<file path="config.mk">
export PLATFORM = sky130hd
export DESIGN_NAME = reg_bank_arbiter_flat
export DESIGN_NICKNAME = d
export VERILOG_FILES = /design/src/rtl/reg_bank_arbiter_if.sv /design/src/rtl/reg_bank_arbiter.sv /design/src/flat_wrapper.sv
export SDC_FILE = /design/constraint.sdc
export NUM_CORES = 1
export LEC_CHECK = 0
export ABC_AREA = 1
export BUFFER_PORTS_ARGS = -buffer_cell sky130_fd_sc_hd__buf_2
export CAP_MARGIN = 20
export CORE_ASPECT_RATIO = 2
export CORE_MARGIN = 2
export CORE_UTILIZATION = 55
export CTS_CLUSTER_SIZE = 40
export DETAILED_ROUTE_END_ITERATION = 12
export PLACE_DENSITY = 0.78
export SYNTH_ARGS = -nofsm -noshare
export SYNTH_HDL_FRONTEND = slang
export SYNTH_SLANG_ARGS = --single-unit
</file>
<file path="constraint.sdc">
create_clock -name clk -period 2.85 [get_ports clk]
set_input_delay 0.4275 -clock clk [delete_from_list [all_inputs] [get_ports clk]]
set_output_delay 0.4275 -clock clk [all_outputs]
set_load 0.01 [all_outputs]
</file>
<file path="src/rtl/reg_bank_arbiter_if.sv">
// rtl/reg_bank_arbiter_if.sv - two write requesters, grants, busy and read port of the shared register bank
`timescale 1ns/1ps
interface reg_bank_arbiter_if #(
  parameter int WIDTH = 8,
  parameter int AW    = 2
);
  logic             req0;
  logic [AW-1:0]    addr0;
  logic [WIDTH-1:0] din0;
  logic             gnt0;
  logic             req1;
  logic [AW-1:0]    addr1;
  logic [WIDTH-1:0] din1;
  logic             gnt1;
  logic [AW-1:0]    raddr;
  logic [WIDTH-1:0] rdata;
  logic             busy;

  modport master (
    output req0, addr0, din0, req1, addr1, din1, raddr,
    input  gnt0, gnt1, rdata, busy
  );

  modport slave (
    input  req0, addr0, din0, req1, addr1, din1, raddr,
    output gnt0, gnt1, rdata, busy
  );
endinterface

</file>
<file path="src/rtl/reg_bank_arbiter.sv">
// rtl/reg_bank_arbiter.sv - round-robin arbitration of one register-bank write port between two requesters
`timescale 1ns/1ps
module reg_bank_arbiter #(
  parameter int WIDTH = 8,
  parameter int DEPTH = 4,
  parameter int AW    = 2
) (
  input  logic              clk,
  input  logic              reset,
  reg_bank_arbiter_if.slave bus
);
  typedef enum logic [1:0] {IDLE, WRITE, ACK} state_t;

  state_t           state;
  logic             last;
  logic             gnt0_q;
  logic             gnt1_q;
  logic             busy_q;
  logic [AW-1:0]    cap_addr;
  logic [WIDTH-1:0] cap_data;
  logic [WIDTH-1:0] bank [DEPTH];
  logic             win1;

  // A tie goes to the requester that did not win the previous arbitration.
  assign win1 = bus.req1 & (~bus.req0 | ~last);

  always_ff @(posedge clk or posedge reset) begin
    if (reset) begin
      state    <= IDLE;
      last     <= 1'b1;
      gnt0_q   <= 1'b0;
      gnt1_q   <= 1'b0;
      busy_q   <= 1'b0;
      cap_addr <= '0;
      cap_data <= '0;
      for (int i = 0; i < DEPTH; i++) bank[i] <= '0;
    end else begin
      case (state)
        IDLE: begin
          if (bus.req0 | bus.req1) begin
            last     <= win1;
            cap_addr <= win1 ? bus.addr1 : bus.addr0;
            cap_data <= win1 ? bus.din1 : bus.din0;
            busy_q   <= 1'b1;
            state    <= WRITE;
          end
        end
        WRITE: begin
          bank[cap_addr] <= cap_data;
          gnt0_q         <= ~last;
          gnt1_q         <= last;
          state          <= ACK;
        end
        ACK: begin
          gnt0_q <= 1'b0;
          gnt1_q <= 1'b0;
          busy_q <= 1'b0;
          state  <= IDLE;
        end
        default: begin
          gnt0_q <= 1'b0;
          gnt1_q <= 1'b0;
          busy_q <= 1'b0;
          state  <= IDLE;
        end
      endcase
    end
  end

  assign bus.gnt0  = gnt0_q;
  assign bus.gnt1  = gnt1_q;
  assign bus.busy  = busy_q;
  assign bus.rdata = bank[bus.raddr];
endmodule

</file>
<file path="src/flat_wrapper.sv">
// flat-port wrapper written by rule: the top's interface ports become plain ports
module reg_bank_arbiter_flat 
#(
  parameter int WIDTH = 8,
  parameter int DEPTH = 4,
  parameter int AW    = 2
)
  (clk, reset, bus_req0, bus_addr0, bus_din0, bus_req1, bus_addr1, bus_din1, bus_raddr, bus_gnt0, bus_gnt1, bus_rdata, bus_busy);
  reg_bank_arbiter_if #(.WIDTH(WIDTH), .AW(AW)) bus_i ();
  input  logic clk;
  input  logic reset;
  input wire logic [$bits(bus_i.req0)-1:0] bus_req0;
  input wire logic [$bits(bus_i.addr0)-1:0] bus_addr0;
  input wire logic [$bits(bus_i.din0)-1:0] bus_din0;
  input wire logic [$bits(bus_i.req1)-1:0] bus_req1;
  input wire logic [$bits(bus_i.addr1)-1:0] bus_addr1;
  input wire logic [$bits(bus_i.din1)-1:0] bus_din1;
  input wire logic [$bits(bus_i.raddr)-1:0] bus_raddr;
  output wire logic [$bits(bus_i.gnt0)-1:0] bus_gnt0;
  output wire logic [$bits(bus_i.gnt1)-1:0] bus_gnt1;
  output wire logic [$bits(bus_i.rdata)-1:0] bus_rdata;
  output wire logic [$bits(bus_i.busy)-1:0] bus_busy;
  assign bus_i.req0 = bus_req0;
  assign bus_i.addr0 = bus_addr0;
  assign bus_i.din0 = bus_din0;
  assign bus_i.req1 = bus_req1;
  assign bus_i.addr1 = bus_addr1;
  assign bus_i.din1 = bus_din1;
  assign bus_i.raddr = bus_raddr;
  assign bus_gnt0 = bus_i.gnt0;
  assign bus_gnt1 = bus_i.gnt1;
  assign bus_rdata = bus_i.rdata;
  assign bus_busy = bus_i.busy;
  reg_bank_arbiter #(.WIDTH(WIDTH), .DEPTH(DEPTH), .AW(AW)) u_core (.clk(clk), .reset(reset), .bus(bus_i));
endmodule
</file>
==> results_dict.tcl <==
set metrics [dict create \
    max_slew.worst_pin.slew_ns 0.777 \
    r2r-start "u_core.state[1]$_DFFE_PP0P_" \
    reg2regPathDepth 5 \
    synth-seq-cells 48 \
    route.antenna.remaining_nets 0 \
    clock_path_buffers 2 \
    distinct_cells_synth 20 \
    cts_resized 0 \
    critPathArrivalTime_ns 1.32 \
    fin_crit_sh_pct 61.2 \
    first_pass_grt_wire_length_mm 7.73 \
    slew_violations 0 \
    post_synth_inst_count 289 \
    crit_path_end "bus_rdata[7]" \
    muxShareOfSynthArea_pct 0 \
    via_count 1922 \
    fp.dieArea_sq_um 4740 \
    place_congestion 0.785 \
    clockRootBuffer "clkbuf_8" \
    maxSlewHeadroom_pct 47.8 \
    highest_net_fanout_along_the_worst_path 32 \
    dieWidth_um 49.7 \
    yosys_warnings 0 \
    synth-xor-area-share_pct 0 \
    grt_antenna_before_repair 0 \
    syn-mean-instance-area_sq_um 7.95 \
    htreeDepth 2 \
    tns_ns 0 \
    initial_utilization_pct 56.8 \
    run_status "finished clean" \
    maxClockFrequency_mhz 573 \
    timing.critical_path.from_type "input pin" \
    post_synthesis_compound_gate_area_fraction_pct 14.0 \
    vdd.ir_drop.worst_v 0.000751 \
    hpwlAfterDp_mm 3.24 \
    reg2reg_setup_slack_ns 1.39 \
    critical_path.max_stage_delay_ns 0.41 \
    starting_drc_count_in_detailed_routing 47 \
    final_nets 347 \
    clk_transition_reported_paths_ns 0.08 \
    path_common_cell "buf_2" \
    cell_row_count 33 \
    drt_first_pass_iters 4 \
    rsz0062_at_grt "false" \
    cp_cell_sequence "buf_2, a21oi_1, o21ai_0, nand2_1, buf_2" \
    gr-usage-all-layers_pct 21.5 \
    cts_tree "done" \
    pin_count_of_the_biggest_net_entering_global_routing 33 \
    synthesis.area_sq_um 2300 \
    wl_mm 4.27 \
    path_class "in2out" \
    power-per-cell-area_nw_per_um2 973 \
    cellLeakagePower_nw 1.43 \
    crit_path_end_kind "primary output" \
    die_height_um 95.4 \
    synth_simple_gate_area_share_pct 21.9 \
    tritoncts.num_buffers 5 \
    ioPinCount 37 \
    min_period_ns 1.74 \
    worst_hold_check_path_type "in2async" \
    numClockSinks 48 \
    cts.hold.buffers_added 0 \
    setup.worst_path.start "bus_raddr[0]" \
    setup_ws_ns 1.11 \
    critPathRequiredTime_ns 2.42 \
    place_worst_setup_slack_ns 1.13 \
    fp.coreArea_sq_um 4050 \
    post-cts-setup-buffers 0 \
    combinational_family_with_the_most_area_after_synthesis "simple AND/OR/NAND/NOR gates" \
    final_layout_size_suffix_gt1_share_pct 17.7 \
    setup_viol_count_final 0 \
    wire_per_inst_um 11.4 \
    reg2reg_to "u_core.cap_data[2]$_DFFE_PP0P_" \
    diodes 0 \
    mappedNetlistNets 315 \
    route.detailed.drc 0 \
    global_route.overflow_total 0 \
    layout.cells.most_common_list "nand2_1 (88), dfrtp_1 (47), inv_1 (45)" \
    cap_violations 0 \
    final_hold_viol_count 0 \
    buffer_ports.inserted 36 \
    area.sequential_sq_um 1200 \
    final_common_cell "nand2_1" \
    cpMaxStageDelayCell "buf_2" \
    route.detailed.vias_per_inst 5.14 \
    total_area_of_multi_input_combinational_cells_sq_um 826 \
    first_global_vias 1850 \
    num-fill-cells 381 \
    fraction_of_the_mapped_netlist_area_in_adder_cells_pct 0 \
    area.growth.synth_to_final_pct 13.4 \
    fin_skew_ns 0.00459 \
    insertion_delay_ns 0.30 \
    yosysSeqAreaShare_pct 52.3 \
]
[Yosys cell counts]
cell type	n	area, sq um
nand2_1	88	330
dfstp_2	1	26.3
o21ai_1	32	160
inv_2	3	11.3
nand2_2	3	18.8
o21ai_2	1	8.76
o31ai_1	1	7.51
dfrtp_1	47	1180
o21ai_0	9	45.0
clkbuf_1	5	18.8
buf_6	2	22.5
inv_1	46	173
buf_4	4	30.0
o211ai_1	8	60.1
buf_2	3	15.0
a21oi_1	8	40.0
nor2_8	1	20.0
nand3_1	20	100
nand4_2	1	12.5
nor2_1	6	22.5
[flip-flops by register name, indices dropped and copies added (netlist names)]
name and cells:
u_core.bus.gnt1 1, u_core.last 1, u_core.bank 32, u_core.cap_addr 2
u_core.state 2, u_core.bus.gnt0 1, u_core.cap_data 8, u_core.bus.busy 1
[kinds of logic (layout without fill, tap and decap cells)]
group | count (synthesis) | count (layout)
flops | 48 | 48
compound gates | 59 | 59
buf+inv | 63 | 96
simple gates | 119 | 119
[worst max-delay path, delay by kind of cell]
family	cells	cell delay (ns)
AOI/OAI and AO/OA	2	0.23
buffers and inverters	2	0.56
and+or+nand+nor	1	0.10
[layout make-up]
type	instances	area share [%]
Sequential cell	48	46.1
Multi-Input combinational cell	178	31.7
Timing Repair Buffer	39	7.78
Inverter	49	7.06
Clock buffer	7	3.70
Tap cell	52	2.50
Clock inverter	1	1.15
[worst min-delay path by stage]
| stage | endpoint | slack, ns | cells after the start |
|---|---|---|---|
| finish | u_core.bank[0]$_DFFE_PP0P_ | 0.16 | 2 |
| global placement | u_core.bus.gnt1$_DFFE_PP0P_ | 0.46 | 2 |
| CTS | u_core.bank[0]$_DFFE_PP0P_ | 0.18 | 2 |
| floorplan | u_core.cap_data[7]$_DFFE_PP0P_ | 0.45 | 2 |
| global route | u_core.bank[9]$_DFFE_PP0P_ | 0.22 | 2 |
| detailed placement | u_core.cap_data[0]$_DFFE_PP0P_ | 0.47 | 2 |
[layer usage]
layer | global-route usage (%) | wire (um)
met5 | 0 | 0
met4 | 12.7 | 127
met3 | 2.19 | 106
met2 | 40.6 | 2400
met1 | 22.2 | 1640
[stage by stage]
| stage | total power, mW | util (%) | hold slack, ns | cell area [sq um] | cells |
|---|---|---|---|---|---|
| 2_1_floorplan | 1.83 | - | 0.449 | 2300 | 289 |
| 3_3_place_gp | 2.00 | 61.3 | 0.460 | 2480 | 366 |
| 3_5_place_dp | 2.04 | 61.3 | 0.465 | 2480 | 366 |
| 4_1_cts | 2.57 | 64.4 | 0.180 | 2610 | 374 |
| 5_1_grt | 2.76 | 64.4 | 0.218 | 2610 | 374 |
| 6_report | 2.54 | 64.4 | 0.164 | 2610 | 374 |
[where the power goes]
| part | total, mW | switching, mW | internal, mW |
|---|---|---|---|
| registers | 1.17 | 0.185 | 0.985 |
| clock network | 0.520 | 0.211 | 0.309 |
| logic | 0.845 | 0.536 | 0.309 |
| total | 2.54 | 0.932 | 1.60 |
(Power assumes the default switching activity.)
